### src/rtl/fare_pkg.sv
// Shared constants for the taxi meter: FSM state encoding, default tariff and
// timing values, and the bundle of debounced key flags.
package fare_pkg;

  localparam logic [1:0] ST_IDLE = 2'd0;
  localparam logic [1:0] ST_RUN  = 2'd1;
  localparam logic [1:0] ST_WAIT = 2'd2;
  localparam logic [1:0] ST_HOLD = 2'd3;

  localparam int DEF_CLK_FREQ      = 50_000_000;
  localparam int DEF_DEBOUNCE_CYC  = 1_000_000;
  localparam int DEF_PRICE_W       = 20;
  localparam int DEF_KM_W          = 16;
  localparam int DEF_BASE_KM       = 3;
  localparam int DEF_START_FARE    = 8;
  localparam int DEF_DAY_KM_RATE   = 2;
  localparam int DEF_NIGHT_KM_RATE = 3;
  localparam int DEF_WAIT_RATE     = 1;

  typedef struct packed {
    logic pulse;
    logic stat;
    logic trip;
  } key_flags_t;

endpackage

### src/rtl/taxi_fare_core_if.sv
// Key inputs and meter/display outputs of the taxi fare core, bundled as one
// interface; the core sits on the slave side.
interface taxi_fare_core_if #(
  parameter int PRICE_W = fare_pkg::DEF_PRICE_W,
  parameter int KM_W    = fare_pkg::DEF_KM_W
);

  logic               pulse_port;
  logic               stat_port;
  logic               trip_port;
  logic               night_mode;
  logic [PRICE_W-1:0] price;
  logic [KM_W-1:0]    km_num;
  logic [3:0]         hm_num;
  logic [15:0]        wait_min;
  logic [5:0]         wait_sec;
  logic [1:0]         state;
  logic               trip_done;
  logic               seg_en;
  logic [5:0]         point;
  logic               sign;

  modport slave (
    input  pulse_port, stat_port, trip_port, night_mode,
    output price, km_num, hm_num, wait_min, wait_sec, state,
           trip_done, seg_en, point, sign
  );

  modport master (
    output pulse_port, stat_port, trip_port, night_mode,
    input  price, km_num, hm_num, wait_min, wait_sec, state,
           trip_done, seg_en, point, sign
  );

endinterface

### src/rtl/key_debounce.sv
// Active-low key debouncer: synchronises the key, then raises a single 1-cycle
// flag once it has been low for DEBOUNCE_CYC consecutive cycles.
module key_debounce #(
  parameter int DEBOUNCE_CYC = fare_pkg::DEF_DEBOUNCE_CYC
) (
  input  logic sys_clk,
  input  logic sys_rst_n,
  input  logic key_n,
  output logic key_flag
);

  localparam int              CNT_W   = $clog2(DEBOUNCE_CYC + 1);
  localparam logic [CNT_W-1:0] CNT_MAX = CNT_W'(DEBOUNCE_CYC);

  logic [1:0]       sync_q;
  logic [CNT_W-1:0] cnt_q;

  // The counter parks at CNT_MAX after firing, so a held key cannot re-flag
  // until a high cycle clears it.
  always_ff @(posedge sys_clk or negedge sys_rst_n) begin
    if (!sys_rst_n) begin
      sync_q   <= 2'b11;
      cnt_q    <= '0;
      key_flag <= 1'b0;
    end else begin
      sync_q <= {sync_q[0], key_n};
      if (sync_q[1]) begin
        cnt_q    <= '0;
        key_flag <= 1'b0;
      end else if (cnt_q < CNT_MAX) begin
        cnt_q    <= cnt_q + 1'b1;
        key_flag <= (cnt_q == CNT_MAX - 1'b1);
      end else begin
        key_flag <= 1'b0;
      end
    end
  end

endmodule

### src/rtl/taxi_fare_core.sv
// Taxi meter core: debounced keys drive an IDLE/RUN/WAIT/HOLD trip FSM, distance
// and wait-time counters, and a registered, saturating fare.
module taxi_fare_core import fare_pkg::*; #(
  parameter int CLK_FREQ      = DEF_CLK_FREQ,
  parameter int DEBOUNCE_CYC  = DEF_DEBOUNCE_CYC,
  parameter int PRICE_W       = DEF_PRICE_W,
  parameter int KM_W          = DEF_KM_W,
  parameter int BASE_KM       = DEF_BASE_KM,
  parameter int START_FARE    = DEF_START_FARE,
  parameter int DAY_KM_RATE   = DEF_DAY_KM_RATE,
  parameter int NIGHT_KM_RATE = DEF_NIGHT_KM_RATE,
  parameter int WAIT_RATE     = DEF_WAIT_RATE
) (
  input  logic             sys_clk,
  input  logic             sys_rst_n,
  taxi_fare_core_if.slave  bus
);

  localparam int               SEC_W    = (CLK_FREQ > 1) ? $clog2(CLK_FREQ) : 1;
  localparam logic [SEC_W-1:0] TICK_MAX = SEC_W'(CLK_FREQ - 1);
  localparam int               ACC_W    = (PRICE_W + 8 > 64) ? PRICE_W + 8 : 64;

  key_flags_t       flags;
  logic [1:0]       state_q, state_d;
  logic             start_trip, end_trip;
  logic             night_q, trip_done_q, seg_en_q;
  logic [KM_W-1:0]  km_q;
  logic [3:0]       hm_q;
  logic [15:0]      min_q;
  logic [5:0]       sec_q;
  logic [SEC_W-1:0] tick_q;
  logic [KM_W:0]    ckm;
  logic [16:0]      cmin;
  logic [ACC_W-1:0] rate, fare_sum;
  logic [PRICE_W-1:0] price_p1;

  function automatic logic [KM_W:0] charged_km(input logic [KM_W-1:0] km,
                                               input logic [3:0] hm);
    logic [KM_W:0] base;
    base = (KM_W + 1)'(BASE_KM);
    if (({1'b0, km} < base) || (({1'b0, km} == base) && (hm == 4'd0)))
      charged_km = '0;
    else
      charged_km = {1'b0, km} - base + {{KM_W{1'b0}}, (hm != 4'd0)};
  endfunction

  function automatic logic [PRICE_W-1:0] sat_price(input logic [ACC_W-1:0] sum);
    if (|sum[ACC_W-1:PRICE_W]) sat_price = '1;
    else                       sat_price = sum[PRICE_W-1:0];
  endfunction

  key_debounce #(.DEBOUNCE_CYC(DEBOUNCE_CYC)) u_pulse_db (
    .sys_clk(sys_clk), .sys_rst_n(sys_rst_n), .key_n(bus.pulse_port), .key_flag(flags.pulse)
  );
  key_debounce #(.DEBOUNCE_CYC(DEBOUNCE_CYC)) u_stat_db (
    .sys_clk(sys_clk), .sys_rst_n(sys_rst_n), .key_n(bus.stat_port), .key_flag(flags.stat)
  );
  key_debounce #(.DEBOUNCE_CYC(DEBOUNCE_CYC)) u_trip_db (
    .sys_clk(sys_clk), .sys_rst_n(sys_rst_n), .key_n(bus.trip_port), .key_flag(flags.trip)
  );

  assign start_trip = flags.trip && ((state_q == ST_IDLE) || (state_q == ST_HOLD));
  assign end_trip   = flags.trip && ((state_q == ST_RUN)  || (state_q == ST_WAIT));

  // Trip key is checked first so a simultaneous stat flag is simply dropped.
  always_comb begin
    state_d = state_q;
    case (state_q)
      ST_IDLE, ST_HOLD: if (flags.trip) state_d = ST_RUN;
      ST_RUN:  if (flags.trip) state_d = ST_HOLD; else if (flags.stat) state_d = ST_WAIT;
      ST_WAIT: if (flags.trip) state_d = ST_HOLD; else if (flags.stat) state_d = ST_RUN;
      default: state_d = ST_IDLE;
    endcase
  end

  always_ff @(posedge sys_clk or negedge sys_rst_n) begin
    if (!sys_rst_n) begin
      state_q     <= ST_IDLE;
      trip_done_q <= 1'b0;
      seg_en_q    <= 1'b0;
      night_q     <= 1'b0;
    end else begin
      state_q     <= state_d;
      trip_done_q <= end_trip;
      seg_en_q    <= 1'b1;
      if (start_trip) night_q <= bus.night_mode;
    end
  end

  // Distance: pulses count in RUN, including the cycle RUN is being left.
  always_ff @(posedge sys_clk or negedge sys_rst_n) begin
    if (!sys_rst_n) begin
      km_q <= '0;
      hm_q <= '0;
    end else if (start_trip) begin
      km_q <= '0;
      hm_q <= '0;
    end else if ((state_q == ST_RUN) && flags.pulse) begin
      if (hm_q == 4'd9) begin
        if (km_q != '1) begin
          km_q <= km_q + 1'b1;
          hm_q <= '0;
        end
      end else begin
        hm_q <= hm_q + 1'b1;
      end
    end
  end

  // Wait time: seconds timebase runs only in WAIT; full counter holds at FFFF:59.
  always_ff @(posedge sys_clk or negedge sys_rst_n) begin
    if (!sys_rst_n) begin
      tick_q <= '0;
      sec_q  <= '0;
      min_q  <= '0;
    end else if (start_trip) begin
      tick_q <= '0;
      sec_q  <= '0;
      min_q  <= '0;
    end else if (state_q == ST_WAIT) begin
      if (tick_q == TICK_MAX) begin
        tick_q <= '0;
        if (sec_q == 6'd59) begin
          if (min_q != 16'hFFFF) begin
            min_q <= min_q + 1'b1;
            sec_q <= '0;
          end
        end else begin
          sec_q <= sec_q + 1'b1;
        end
      end else begin
        tick_q <= tick_q + 1'b1;
      end
    end
  end

  always_comb begin
    ckm      = charged_km(km_q, hm_q);
    cmin     = {1'b0, min_q} + {16'd0, (sec_q != 6'd0)};
    rate     = night_q ? ACC_W'(NIGHT_KM_RATE) : ACC_W'(DAY_KM_RATE);
    fare_sum = ACC_W'(START_FARE) + rate * ACC_W'(ckm) + ACC_W'(WAIT_RATE) * ACC_W'(cmin);
  end

  // Stage p1: registered fare, one cycle behind the counters.
  always_ff @(posedge sys_clk or negedge sys_rst_n) begin
    if (!sys_rst_n)               price_p1 <= '0;
    else if (state_q == ST_IDLE)  price_p1 <= '0;
    else                          price_p1 <= sat_price(fare_sum);
  end

  assign bus.price     = price_p1;
  assign bus.km_num    = km_q;
  assign bus.hm_num    = hm_q;
  assign bus.wait_min  = min_q;
  assign bus.wait_sec  = sec_q;
  assign bus.state     = state_q;
  assign bus.trip_done = trip_done_q;
  assign bus.seg_en    = seg_en_q;
  assign bus.point     = '0;
  assign bus.sign      = 1'b0;

endmodule
### src/flat_wrapper.sv
// flat-port wrapper written by rule: the top's interface ports become plain ports
module taxi_fare_core_flat import fare_pkg::*;
#(
  parameter int CLK_FREQ      = DEF_CLK_FREQ,
  parameter int DEBOUNCE_CYC  = DEF_DEBOUNCE_CYC,
  parameter int PRICE_W       = DEF_PRICE_W,
  parameter int KM_W          = DEF_KM_W,
  parameter int BASE_KM       = DEF_BASE_KM,
  parameter int START_FARE    = DEF_START_FARE,
  parameter int DAY_KM_RATE   = DEF_DAY_KM_RATE,
  parameter int NIGHT_KM_RATE = DEF_NIGHT_KM_RATE,
  parameter int WAIT_RATE     = DEF_WAIT_RATE
)
  (sys_clk, sys_rst_n, bus_pulse_port, bus_stat_port, bus_trip_port, bus_night_mode, bus_price, bus_km_num, bus_hm_num, bus_wait_min, bus_wait_sec, bus_state, bus_trip_done, bus_seg_en, bus_point, bus_sign);
  taxi_fare_core_if #(.PRICE_W(PRICE_W), .KM_W(KM_W)) bus_i ();
  input  logic sys_clk;
  input  logic sys_rst_n;
  input wire logic [$bits(bus_i.pulse_port)-1:0] bus_pulse_port;
  input wire logic [$bits(bus_i.stat_port)-1:0] bus_stat_port;
  input wire logic [$bits(bus_i.trip_port)-1:0] bus_trip_port;
  input wire logic [$bits(bus_i.night_mode)-1:0] bus_night_mode;
  output wire logic [$bits(bus_i.price)-1:0] bus_price;
  output wire logic [$bits(bus_i.km_num)-1:0] bus_km_num;
  output wire logic [$bits(bus_i.hm_num)-1:0] bus_hm_num;
  output wire logic [$bits(bus_i.wait_min)-1:0] bus_wait_min;
  output wire logic [$bits(bus_i.wait_sec)-1:0] bus_wait_sec;
  output wire logic [$bits(bus_i.state)-1:0] bus_state;
  output wire logic [$bits(bus_i.trip_done)-1:0] bus_trip_done;
  output wire logic [$bits(bus_i.seg_en)-1:0] bus_seg_en;
  output wire logic [$bits(bus_i.point)-1:0] bus_point;
  output wire logic [$bits(bus_i.sign)-1:0] bus_sign;
  assign bus_i.pulse_port = bus_pulse_port;
  assign bus_i.stat_port = bus_stat_port;
  assign bus_i.trip_port = bus_trip_port;
  assign bus_i.night_mode = bus_night_mode;
  assign bus_price = bus_i.price;
  assign bus_km_num = bus_i.km_num;
  assign bus_hm_num = bus_i.hm_num;
  assign bus_wait_min = bus_i.wait_min;
  assign bus_wait_sec = bus_i.wait_sec;
  assign bus_state = bus_i.state;
  assign bus_trip_done = bus_i.trip_done;
  assign bus_seg_en = bus_i.seg_en;
  assign bus_point = bus_i.point;
  assign bus_sign = bus_i.sign;
  taxi_fare_core #(.CLK_FREQ(CLK_FREQ), .DEBOUNCE_CYC(DEBOUNCE_CYC), .PRICE_W(PRICE_W), .KM_W(KM_W), .BASE_KM(BASE_KM), .START_FARE(START_FARE), .DAY_KM_RATE(DAY_KM_RATE), .NIGHT_KM_RATE(NIGHT_KM_RATE), .WAIT_RATE(WAIT_RATE)) u_core (.sys_clk(sys_clk), .sys_rst_n(sys_rst_n), .bus(bus_i));
endmodule
### config.mk
export PLATFORM = sky130hd
export DESIGN_NAME = taxi_fare_core_flat
export DESIGN_NICKNAME = d
export VERILOG_FILES = /design/src/rtl/fare_pkg.sv /design/src/rtl/taxi_fare_core_if.sv /design/src/rtl/key_debounce.sv /design/src/rtl/taxi_fare_core.sv /design/src/flat_wrapper.sv
export SDC_FILE = /design/constraint.sdc
export NUM_CORES = 1
export LEC_CHECK = 0
export BUFFER_PORTS_ARGS = -buffer_cell sky130_fd_sc_hd__buf_2
export CORE_MARGIN = 2
export CORE_UTILIZATION = 41
export CTS_CLUSTER_SIZE = 20
export DETAILED_ROUTE_END_ITERATION = 6
export SYNTH_ARGS = -nofsm -noshare
export SYNTH_HDL_FRONTEND = slang
export SYNTH_SLANG_ARGS = --single-unit
### constraint.sdc
create_clock -name sys_clk -period 5.65 [get_ports sys_clk]
set_input_delay 0.565 -clock sys_clk [delete_from_list [all_inputs] [get_ports sys_clk]]
set_output_delay 0.565 -clock sys_clk [all_outputs]
set_load 0.005 [all_outputs]
==> impl_metrics.env <==
export IMPL_status="finished, final reports clean"
export IMPL_use_met3=0.0366
export IMPL_drv_slew=0
export IMPL_diodes=0
export IMPL_relSlewSlack=0.223
export IMPL_final_common_cell="nor2_1"
export IMPL_finalCritPeriodShare=0.907
export IMPL_placedCellCount=1428
export IMPL_drc=0
export IMPL_grt_max_degree=59
export IMPL_synth_warnings=0
export IMPL_place_area_mm2=0.0105
export IMPL_vias_per_cell=5.34
export IMPL_port_buffer_count=71
export IMPL_finalHoldViolCount=0
export IMPL_clock_sinks=162
export IMPL_dieHeight_um=160
export IMPL_finalCriticalPeriod_ns=5.12
export IMPL_vdd_drop_max_uv=165
export IMPL_insertion_delay_ns=0.43
export IMPL_synth_ff_type="dfrtp_1"
export IMPL_cts_resized=0
export IMPL_drt_total_wl_um=22300
export IMPL_h_tree_depth=4
export IMPL_core_mm2=0.0236
export IMPL_num_rows=56
export IMPL_pre_cts_slack_ns=0.550
export IMPL_tritoncts="done"
export IMPL_synthDistinctLibCells=68
export IMPL_timing_fmax_mhz=195
export IMPL_syn_area_per_cell_um2=9.22
export IMPL_power_total_w=0.00228
export IMPL_tns_ns=0
export IMPL_use_met2=0.284
export IMPL_cts_root_buf="clkbuf_16"
export IMPL_clock_path_buffers=2
export IMPL_cts_buffers=17
export IMPL_grt_pass1_vias=7416
export IMPL_cp_max_fo=10
export IMPL_yosysSeqAreaShare=0.409
export IMPL_setup_ws_ns=0.527
export IMPL_clkTransAtPathRegs_ns=0.06
export IMPL_cap_violations=0
export IMPL_start_kind="flop"
export IMPL_drtAntennaViolNets=0
export IMPL_met1_usage=0.248
export IMPL_overflow=0
export IMPL_start_util=0.421
export IMPL_finalInstanceArea_mm2=0.0111
export IMPL_critical_path_class="reg -> reg"
export IMPL_power_density_mw_per_mm2=206
export IMPL_die_width_um=160
export IMPL_routabilityCongestion=0.833
export IMPL_netlist_area_mm2=0.00994
export IMPL_grt_busiest_layer="met2"
export IMPL_synth_edf_count=0
export IMPL_arrival_ns=5.43
export IMPL_rsz0062_at_grt="no"
export IMPL_fillers=2257
export IMPL_dr_pass1_iters=5
export IMPL_worst_setup_path_end_kind="flop"
export IMPL_ys_ff_latch=162
export IMPL_die_area_mm2=0.0255
export IMPL_fin_nets=1203
export IMPL_grt_usage=0.178
export IMPL_synth_cells=1078
export IMPL_fin_worst_skew_ns=0.0143
export IMPL_avgRoutedWirePerCell_um=15.3
export IMPL_worstPathRequired_ns=5.96
export IMPL_async_flop_share=1.00
export IMPL_ios=79
export IMPL_syn2layout_area_growth_pct=11.2
export IMPL_grt_pass1_wl_um=37600
export IMPL_worst_pin_slew_ns=1.16
export IMPL_setup_viol=0
export IMPL_hold_class="in -> async"
export IMPL_drive_above_1_share=0.119
export IMPL_final_cells=1460
export IMPL_post_cts_buffers=0
export IMPL_ctsHoldBuffers=0
export IMPL_antenna_found_initial=0
export IMPL_drtIter0Drc=457
export IMPL_place_hpwl_um=15900
export IMPL_mostFrequentLayoutCells="nor2_1, dfrtp_1, nand2_1, xor2_1, buf_2"
export IMPL_vias=7796
export IMPL_leakagePower_nw=5.34
## path summary, 6_finish.rpt
check	from	to	slack [ns]	cells after the start
worst min register to register	u_core.u_trip_db.sync_q[0]	u_core.u_trip_db.sync_q[1]	0.36	0
min in group sys_clk	bus_trip_port	u_core.u_trip_db.sync_q[0]	0.23	1
worst max register to register	u_core.bus.km_num[6]	u_core.bus.price[15]	0.53	15
max in group asynchronous	sys_rst_n	u_core.tick_q[0]	4.44	2
worst max-delay path	u_core.bus.km_num[6]	u_core.bus.price[15]	0.53	15
worst min-delay path	sys_rst_n	u_core.bus.price[12]	0.07	1
## critical path, stage by stage (launching register included)
cell	delay, ns
dfrtp_1	0.49
or4_4	0.60
nor3_1	0.19
nor3b_2	0.22
and2_1	0.35
nor2b_1	0.16
and2_1	0.18
fa_1	0.39
fa_1	0.44
ha_1	0.35
nor2b_1	0.17
o31a_1	0.28
o311ai_1	0.60
nor2_1	0.08
o22ai_1	0.15
mux2_2	0.35
## final cells by class
cell class              count  area [um^2]  share of cell area
repair buffers             79          422              0.0381
multi-input cells         841         5550               0.501
flip-flops and latches    162         4060               0.367
inverters                  27          101             0.00916
well taps                 319          399              0.0361
clock buffers              20          447              0.0404
clock inverters            12         82.6             0.00747
## kinds of logic after synthesis
logic type / after synthesis / share of synthesized area
buffers and inverters: 81 / 0.0373
adders and majority gates: 69 / 0.0989
AOI/OAI and AO/OA: 135 / 0.0868
DFF: 162 / 0.409
muxes: 8 / 0.00843
and+or+nand+nor: 511 / 0.262
xor gates and xnor gates: 110 / 0.0969
other: 2 / 0.000755
## power by group
part | leakage, nW | internal [W] | switching [W]
clock | 0.257 | 0.000574 | 0.000485
sequential | 2.23 | 0.00117 | 0.0000137
combinational | 2.85 | 0.00000942 | 0.0000304
total | 5.34 | 0.00175 | 0.000529
## flip-flops by register name, indices dropped and copies added (netlist names), 2 cells and up
name and count:
u_core.bus.km_num 16, u_core.bus.hm_num 4, u_core.bus.state 2, u_core.bus.price 20, u_core.u_stat_db.sync_q 2, u_core.tick_q 26
u_core.u_trip_db.sync_q 2, u_core.bus.wait_min 16, u_core.u_stat_db.cnt_q 20, u_core.u_pulse_db.sync_q 2, u_core.u_trip_db.cnt_q 20, u_core.u_pulse_db.cnt_q 20
u_core.bus.wait_sec 6
## synth_stat cells (3+ instances only)
master | n | area share
a211oi_1 | 6 | 0.0045
a21o_1 | 8 | 0.0060
a21oi_1 | 39 | 0.020
a31oi_1 | 11 | 0.0069
and2_1 | 21 | 0.013
and3_1 | 31 | 0.020
and4_1 | 15 | 0.013
buf_2 | 8 | 0.0040
buf_4 | 9 | 0.0068
buf_6 | 3 | 0.0034
clkbuf_1 | 34 | 0.013
dfrtp_1 | 156 | 0.39
dfstp_2 | 6 | 0.016
fa_1 | 16 | 0.032
ha_1 | 53 | 0.067
inv_1 | 27 | 0.010
mux2_2 | 3 | 0.0034
mux2i_1 | 5 | 0.0050
nand2_1 | 76 | 0.029
nand2b_1 | 13 | 0.0082
nand3_1 | 47 | 0.024
nand4_1 | 51 | 0.032
nor2_1 | 161 | 0.061
nor2b_1 | 14 | 0.0088
nor3_1 | 32 | 0.016
nor3b_1 | 4 | 0.0030
nor4_1 | 11 | 0.0069
nor4b_1 | 5 | 0.0044
o21a_1 | 3 | 0.0023
o21ai_0 | 31 | 0.016
o21bai_1 | 4 | 0.0030
o31ai_1 | 9 | 0.0068
or2_2 | 6 | 0.0038
or3_1 | 9 | 0.0057
or4_1 | 3 | 0.0023
xnor2_1 | 38 | 0.033
xor2_1 | 72 | 0.063
## through the flow
step | hold WS [ns] | utilization
after floorplan | 0.269 | -
after global placement | 0.347 | 0.446
after detailed placement | 0.348 | 0.446
after CTS | 0.0852 | 0.468
after global routing | 0.0914 | 0.468
final | 0.0688 | 0.468
## routing by layer
metal | vias to the layer above | wire (um)
met5 | - | 0
met4 | 0 | 250
met3 | 17 | 850
met2 | 127 | 10600
met1 | 3800 | 10600
li1 | 3852 | -
No activity file was read; power rests on OpenSTA's default activity.
